File: src/rtl/arb8way16_pkg.sv
// rtl/arb8way16_pkg.sv - shared state encodings and defaults for the 8-way arbiter
`ifndef ARB8WAY16_PKG_SV
`define ARB8WAY16_PKG_SV
package arb8way16_pkg;
    typedef enum logic {
        ARB_IDLE = 1'b0,
        ARB_BUSY = 1'b1
    } arb_state_e;

    localparam int DEFAULT_MAX_BURST = 16;
endpackage
`endif

File: src/rtl/arb8way16_if.sv
// rtl/arb8way16_if.sv - requester/consumer handshake bundle for the 8-way arbiter
interface arb8way16_if #(
    parameter int WIDTH = 16
);
    logic [7:0]         req;
    logic [8*WIDTH-1:0] data_in;
    logic [7:0]         last;
    logic [7:0]         in_ready;
    logic               out_valid;
    logic [WIDTH-1:0]   out_data;
    logic               out_last;
    logic               out_ready;
    logic [7:0]         grant;
    logic [2:0]         out_src;
    logic               busy;

    modport master (
        output req, data_in, last, out_ready,
        input  in_ready, out_valid, out_data, out_last, grant, out_src, busy
    );

    modport slave (
        input  req, data_in, last, out_ready,
        output in_ready, out_valid, out_data, out_last, grant, out_src, busy
    );
endinterface

File: src/rtl/arb8way16_rr_pick8.sv
// rtl/arb8way16_rr_pick8.sv - combinational rotate-priority finder over 8 requests
module rr_pick8 (
    input  logic [7:0] req,
    input  logic [2:0] ptr,
    output logic       valid,
    output logic [2:0] idx
);
    logic [15:0] dbl;
    logic [7:0]  rot;
    logic [2:0]  off;

    // Rotating right by ptr puts the highest-priority requester at bit 0.
    assign dbl = {req, req} >> ptr;
    assign rot = dbl[7:0];

    always_comb begin
        off = 3'd0;
        for (int i = 7; i >= 0; i--) begin
            if (rot[i]) off = 3'(i);
        end
    end

    assign valid = |req;
    assign idx   = ptr + off;
endmodule

File: src/rtl/arb8way16.sv
// rtl/arb8way16.sv - round-robin arbiter steering one of 8 burst streams to a shared sink
module arb8way16
    import arb8way16_pkg::*;
#(
    parameter int WIDTH     = 16,
    parameter int MAX_BURST = DEFAULT_MAX_BURST,
    parameter int CW        = 5
) (
    input  logic          clk,
    input  logic          reset,
    arb8way16_if.slave    bus
);
    arb_state_e    state, state_n;
    logic [7:0]    grant_q, grant_n;
    logic [2:0]    src_q, src_n;
    logic [2:0]    ptr_q, ptr_n;
    logic [CW-1:0] cnt_q, cnt_n;

    logic          pick_valid;
    logic [2:0]    pick_idx;
    logic          busy;
    logic          out_valid;
    logic          out_last;
    logic [WIDTH-1:0] word;

    rr_pick8 u_pick (
        .req   (bus.req),
        .ptr   (ptr_q),
        .valid (pick_valid),
        .idx   (pick_idx)
    );

    assign busy      = (state == ARB_BUSY);
    assign out_valid = busy & bus.req[src_q];
    assign out_last  = (bus.last[src_q] | (cnt_q == CW'(MAX_BURST - 1))) & out_valid;

    // Selection mux; forced to zero outside a grant so idle traffic never leaks.
    always_comb begin
        word = '0;
        for (int i = 0; i < 8; i++) begin
            if (busy && src_q == 3'(i)) word = bus.data_in[i*WIDTH +: WIDTH];
        end
    end

    always_ff @(posedge clk or posedge reset) begin
        if (reset) begin
            state   <= ARB_IDLE;
            grant_q <= '0;
            src_q   <= '0;
            ptr_q   <= '0;
            cnt_q   <= '0;
        end else begin
            state   <= state_n;
            grant_q <= grant_n;
            src_q   <= src_n;
            ptr_q   <= ptr_n;
            cnt_q   <= cnt_n;
        end
    end

    always_comb begin
        state_n = state;
        grant_n = grant_q;
        src_n   = src_q;
        ptr_n   = ptr_q;
        cnt_n   = cnt_q;
        case (state)
            ARB_IDLE: begin
                if (pick_valid) begin
                    state_n = ARB_BUSY;
                    grant_n = 8'b1 << pick_idx;
                    src_n   = pick_idx;
                    cnt_n   = '0;
                end
            end
            ARB_BUSY: begin
                if (out_valid && bus.out_ready) begin
                    if (out_last) begin
                        // The winner drops to lowest priority for the next round.
                        state_n = ARB_IDLE;
                        grant_n = '0;
                        src_n   = '0;
                        ptr_n   = src_q + 3'd1;
                        cnt_n   = '0;
                    end else begin
                        cnt_n = cnt_q + CW'(1);
                    end
                end
            end
            default: state_n = ARB_IDLE;
        endcase
    end

    assign bus.grant     = grant_q;
    assign bus.out_src   = src_q;
    assign bus.busy      = busy;
    assign bus.out_valid = out_valid;
    assign bus.out_last  = out_last;
    assign bus.out_data  = word;
    assign bus.in_ready  = grant_q & {8{bus.out_ready}};
endmodule
File: src/flat_wrapper.sv
// flat-port wrapper written by rule: the top's interface ports become plain ports
module arb8way16_flat import arb8way16_pkg::*;
#(
    parameter int WIDTH     = 16,
    parameter int MAX_BURST = DEFAULT_MAX_BURST,
    parameter int CW        = 5
)
  (clk, reset, bus_req, bus_data_in, bus_last, bus_out_ready, bus_in_ready, bus_out_valid, bus_out_data, bus_out_last, bus_grant, bus_out_src, bus_busy);
  arb8way16_if #(.WIDTH(WIDTH)) bus_i ();
  input  logic clk;
  input  logic reset;
  input wire logic [$bits(bus_i.req)-1:0] bus_req;
  input wire logic [$bits(bus_i.data_in)-1:0] bus_data_in;
  input wire logic [$bits(bus_i.last)-1:0] bus_last;
  input wire logic [$bits(bus_i.out_ready)-1:0] bus_out_ready;
  output wire logic [$bits(bus_i.in_ready)-1:0] bus_in_ready;
  output wire logic [$bits(bus_i.out_valid)-1:0] bus_out_valid;
  output wire logic [$bits(bus_i.out_data)-1:0] bus_out_data;
  output wire logic [$bits(bus_i.out_last)-1:0] bus_out_last;
  output wire logic [$bits(bus_i.grant)-1:0] bus_grant;
  output wire logic [$bits(bus_i.out_src)-1:0] bus_out_src;
  output wire logic [$bits(bus_i.busy)-1:0] bus_busy;
  assign bus_i.req = bus_req;
  assign bus_i.data_in = bus_data_in;
  assign bus_i.last = bus_last;
  assign bus_i.out_ready = bus_out_ready;
  assign bus_in_ready = bus_i.in_ready;
  assign bus_out_valid = bus_i.out_valid;
  assign bus_out_data = bus_i.out_data;
  assign bus_out_last = bus_i.out_last;
  assign bus_grant = bus_i.grant;
  assign bus_out_src = bus_i.out_src;
  assign bus_busy = bus_i.busy;
  arb8way16 #(.WIDTH(WIDTH), .MAX_BURST(MAX_BURST), .CW(CW)) u_core (.clk(clk), .reset(reset), .bus(bus_i));
endmodule
File: config.mk
export PLATFORM = sky130hd
export DESIGN_NAME = arb8way16_flat
export DESIGN_NICKNAME = d
export VERILOG_FILES = /design/src/rtl/arb8way16_pkg.sv /design/src/rtl/arb8way16_if.sv /design/src/rtl/arb8way16_rr_pick8.sv /design/src/rtl/arb8way16.sv /design/src/flat_wrapper.sv
export SDC_FILE = /design/constraint.sdc
export NUM_CORES = 1
export LEC_CHECK = 0
export ABC_CLOCK_PERIOD_IN_PS = 7500
export BUFFER_PORTS_ARGS = -buffer_cell sky130_fd_sc_hd__buf_2
export CAP_MARGIN = 40
export CORE_ASPECT_RATIO = 0.75
export CORE_MARGIN = 10
export CORE_UTILIZATION = 46
export DETAILED_ROUTE_END_ITERATION = 7
export PLACE_DENSITY = 0.88
export SLEW_MARGIN = 20
export SYNTH_ARGS = -nofsm -noshare
export SYNTH_HDL_FRONTEND = slang
export SYNTH_SLANG_ARGS = --single-unit
export TNS_END_PERCENT = 30
File: constraint.sdc
create_clock -name clk -period 7.5 [get_ports clk]
set_clock_uncertainty 0.2 [all_clocks]
set_input_delay 0 -clock clk [delete_from_list [all_inputs] [get_ports clk]]
set_output_delay 0 -clock clk [all_outputs]
set_load 0.03 [all_outputs]
==> flow_summary_export.csv <==
group,metric,value,unit
run_status,outcome,"finished, final reports clean",
critical_path,worstPathMaxFanout,22,
critical_path,path_cells,"nor2b_1 -> a21oi_1 -> nand2_1 -> a221oi_1 -> o21ai_0 -> a22oi_1 -> ha_1 -> inv_1 -> fa_1 -> or4_1 -> o21ai_0",
timing,tns,0,ns
detailed_routing,route.detailed.drc,0,
finish,drive_gt1_share,38.5,%
clock_network,h-tree-depth,1,
critical_path,crit_top_cell,"o21ai_0",
place,io_buffer_count,184,
finish,utilization,63.9,%
synthesis,synth_common_cells,"nand2_1 (46), a21oi_1 (27), clkbuf_1 (26)",
floorplan,die_area,9340,um^2
timing,worst_pin_slew,0.740,ns
detailed_routing,viasPerCell,6.10,
critical_path,timing.critical_path.required,7.47,ns
detailed_routing,drt_first_pass_iters,6,
clock_network,cts_tree,"done",
synthesis,synth_seq_cells,20,
global_route,grt_pass1_vias,3404,
clock_network,clockBufferDepth,2,
global_route,grt_max_degree,23,
synthesis,synthesis.area,2690,um^2
floorplan,initial_utilization,46.9,%
synthesis,synth_edf_count,0,
clock_network,root_buffer,"clkbuf_8",
timing,finalSetupViolations,0,
power,power.density,401,nW/um^2
clock_network,cts_sinks,20,
global_route,gr-total-overflow,0,
synthesis,synth.distinct_cells,59,
synthesis,yosys-top-cells-area,"dfrtp_1 (19%), nand2_1 (6.4%), a221o_1 (6.0%), a311oi_1 (5.2%), a21oi_1 (5.0%)",
critical_path,critPathMaxStageDelay,0.76,ns
synthesis,async_reset_ff_share,100,%
timing,drv_slew,0,
detailed_routing,drt_iter0_drc,346,
place,dp_cells,596,
critical_path,critical_path_class,"reg2reg",
clock_network,path_clk_slew,0.08,ns
synthesis,yosysWarnings,0,
run,drv_cap,0,
finish,n_antenna_cell,0,
detailed_routing,vias,3673,
detailed_routing,wl_per_cell,19.6,um
timing,finalCritPeriodShare,49.0,%
clock_network,clkLatencyLatePin,0.26,ns
synthesis,avgSynthCellArea,7.37,um^2
timing,rsz0062_at_grt,"false",
timing,finalHoldViolCount,0,
finish,stdcell_count,602,
global_route,grtUsageTotal,22.7,%
global_route,grt_pass1_wl,17700,um
floorplan,core_area,5740,um^2
clock_network,cts_setup_buffers,0,
finish,fin_nets,682,
synthesis,synth_area_leader_cell,"dfrtp_1",
synthesis,yosysMostFrequentCell,"nand2_1",
synthesis,synth_fp_nets,522,
critical_path,cp.arrival,3.65,ns
floorplan,die_w,108,um
detailed_routing,ant_nets,0,
detailed_routing,drt-total-wl,11800,um
power,ir_worst_vdd,0.000327,V
synthesis,synth_top_area_share,18.6,%
floorplan,rows,24,
synthesis,seq_area_frac_synth,18.6,%
synthesis,synth_flop_cell,"dfrtp_1",
critical_path,cp_slowest_cell,"dfrtp_1",
timing,slew-limit-headroom,50.6,%
timing,period_needed,3.67,ns
synthesis,syn-instance-count,365,
finish,nFillCells,534,
floorplan,ioPinCount,185,
power,p_leak,1.81,nW
timing,fmax,272,MHz
critical_path,start_kind,"register",
critical_path,worstSetupEndpointType,"register",
hold_path,hold_path_class,"in2reg",
global_route,antenna_found_initial,1,
clock_network,cts_inserted_buffers,3,
floorplan,die_h,86.2,um
place,place_congestion,0.990,
finish,areaGrowthSynthToFinish,36.1,%
place,dpl.hpwl,9830,um
routing by layer:
layer	vias up	part of all wire, %	GRT usage [%]
met2	247	49	39.9
met3	30	11	5.93
met4	0	2.6	5.50
li1	1719	-	-
met5	-	0	0
met1	1677	38	27.0
what timing repair did:
action	in CTS	in global routing
endpoints found under the hold margin	20	0
gates resized for setup	0	0
hold buffers	1	0
through the flow:
step / power, mW / worst slack [ns] / instance area [um^2] / hold slack (ns)
2_1_floorplan: 1.07 / 4.38 / 2690 / -0.236
4_1_cts: 1.46 / 3.63 / 3660 / 0.0346
3_5_place_dp: 1.37 / 3.89 / 3590 / -0.0402
3_3_place_gp: 1.35 / 3.98 / 3570 / -0.0494
6_report: 1.47 / 3.83 / 3660 / 0.0375
5_1_grt: 1.58 / 3.48 / 3660 / 0.0839
power by group:
group / total [mW] / internal [mW] / switching [mW]
Combinational: 1.16 / 0.433 / 0.731
Sequential: 0.222 / 0.141 / 0.0802
Clock: 0.0817 / 0.0467 / 0.0350
worst max-delay path, delay by kind of cell, from the launching register on:
kind	cells	cell delay (ns)
buf+inv	1	0.05
compound gates	5	1.01
fa+ha+maj	2	0.70
simple gates	3	0.86
flops	1	0.76
area by class of cell:
cell class,count,area [um^2],share of cell area [%]
inverters,14,52.6,1.43
flip-flops and latches,20,500,13.7
multi-input cells,297,1990,54.3
well taps,78,97.6,2.66
clock buffers,4,55.1,1.50
repair buffers,189,968,26.4
path summary, 6_finish.rpt:
path                            startpoint               endpoint  slack, ns  cells after the start
max                        u_core.ptr_q[0]    u_core.bus.grant[2]       3.83                     11
min                          bus_out_ready        u_core.cnt_q[3]       0.04                      3
min in group asynchronous            reset        u_core.cnt_q[0]       0.25                      3
max reg2reg                u_core.ptr_q[0]    u_core.bus.grant[2]       3.83                     11
min reg2reg                u_core.cnt_q[3]        u_core.cnt_q[3]       0.30                      1
max in group asynchronous            reset  u_core.bus.out_src[1]       6.38                      3
registers in the layout, indices dropped and copies added (netlist names):
name,flops
u_core.bus.grant,8
u_core.cnt_q,5
u_core.bus.out_src,3
u_core.ptr_q,3
u_core.bus.busy,1
cells in the final DEF (no fill, tap or decap), drive strengths merged, types with 14 or more instances in the layout:
cell type	instances
buf	188
nand2	46
o21ai	31
a21oi	27
nor2	25
dfrtp	20
o211ai	19
a22oi	17
a311oi	16
a221o	16
inv	14
cell families after synthesis:
| family | count (synthesis) | share of synthesized area (%) |
|---|---|---|
| flip-flops | 20 | 18.6 |
| AND/OR/NAND/NOR | 123 | 22.7 |
| XOR/XNOR | 3 | 1.26 |
| multiplexers | 7 | 3.58 |
| adder cells (fa/ha/maj) | 10 | 4.93 |
| buffers and inverters | 48 | 7.72 |
| AO/OA/AOI/OAI | 154 | 41.2 |
(Power assumes the default switching activity.)
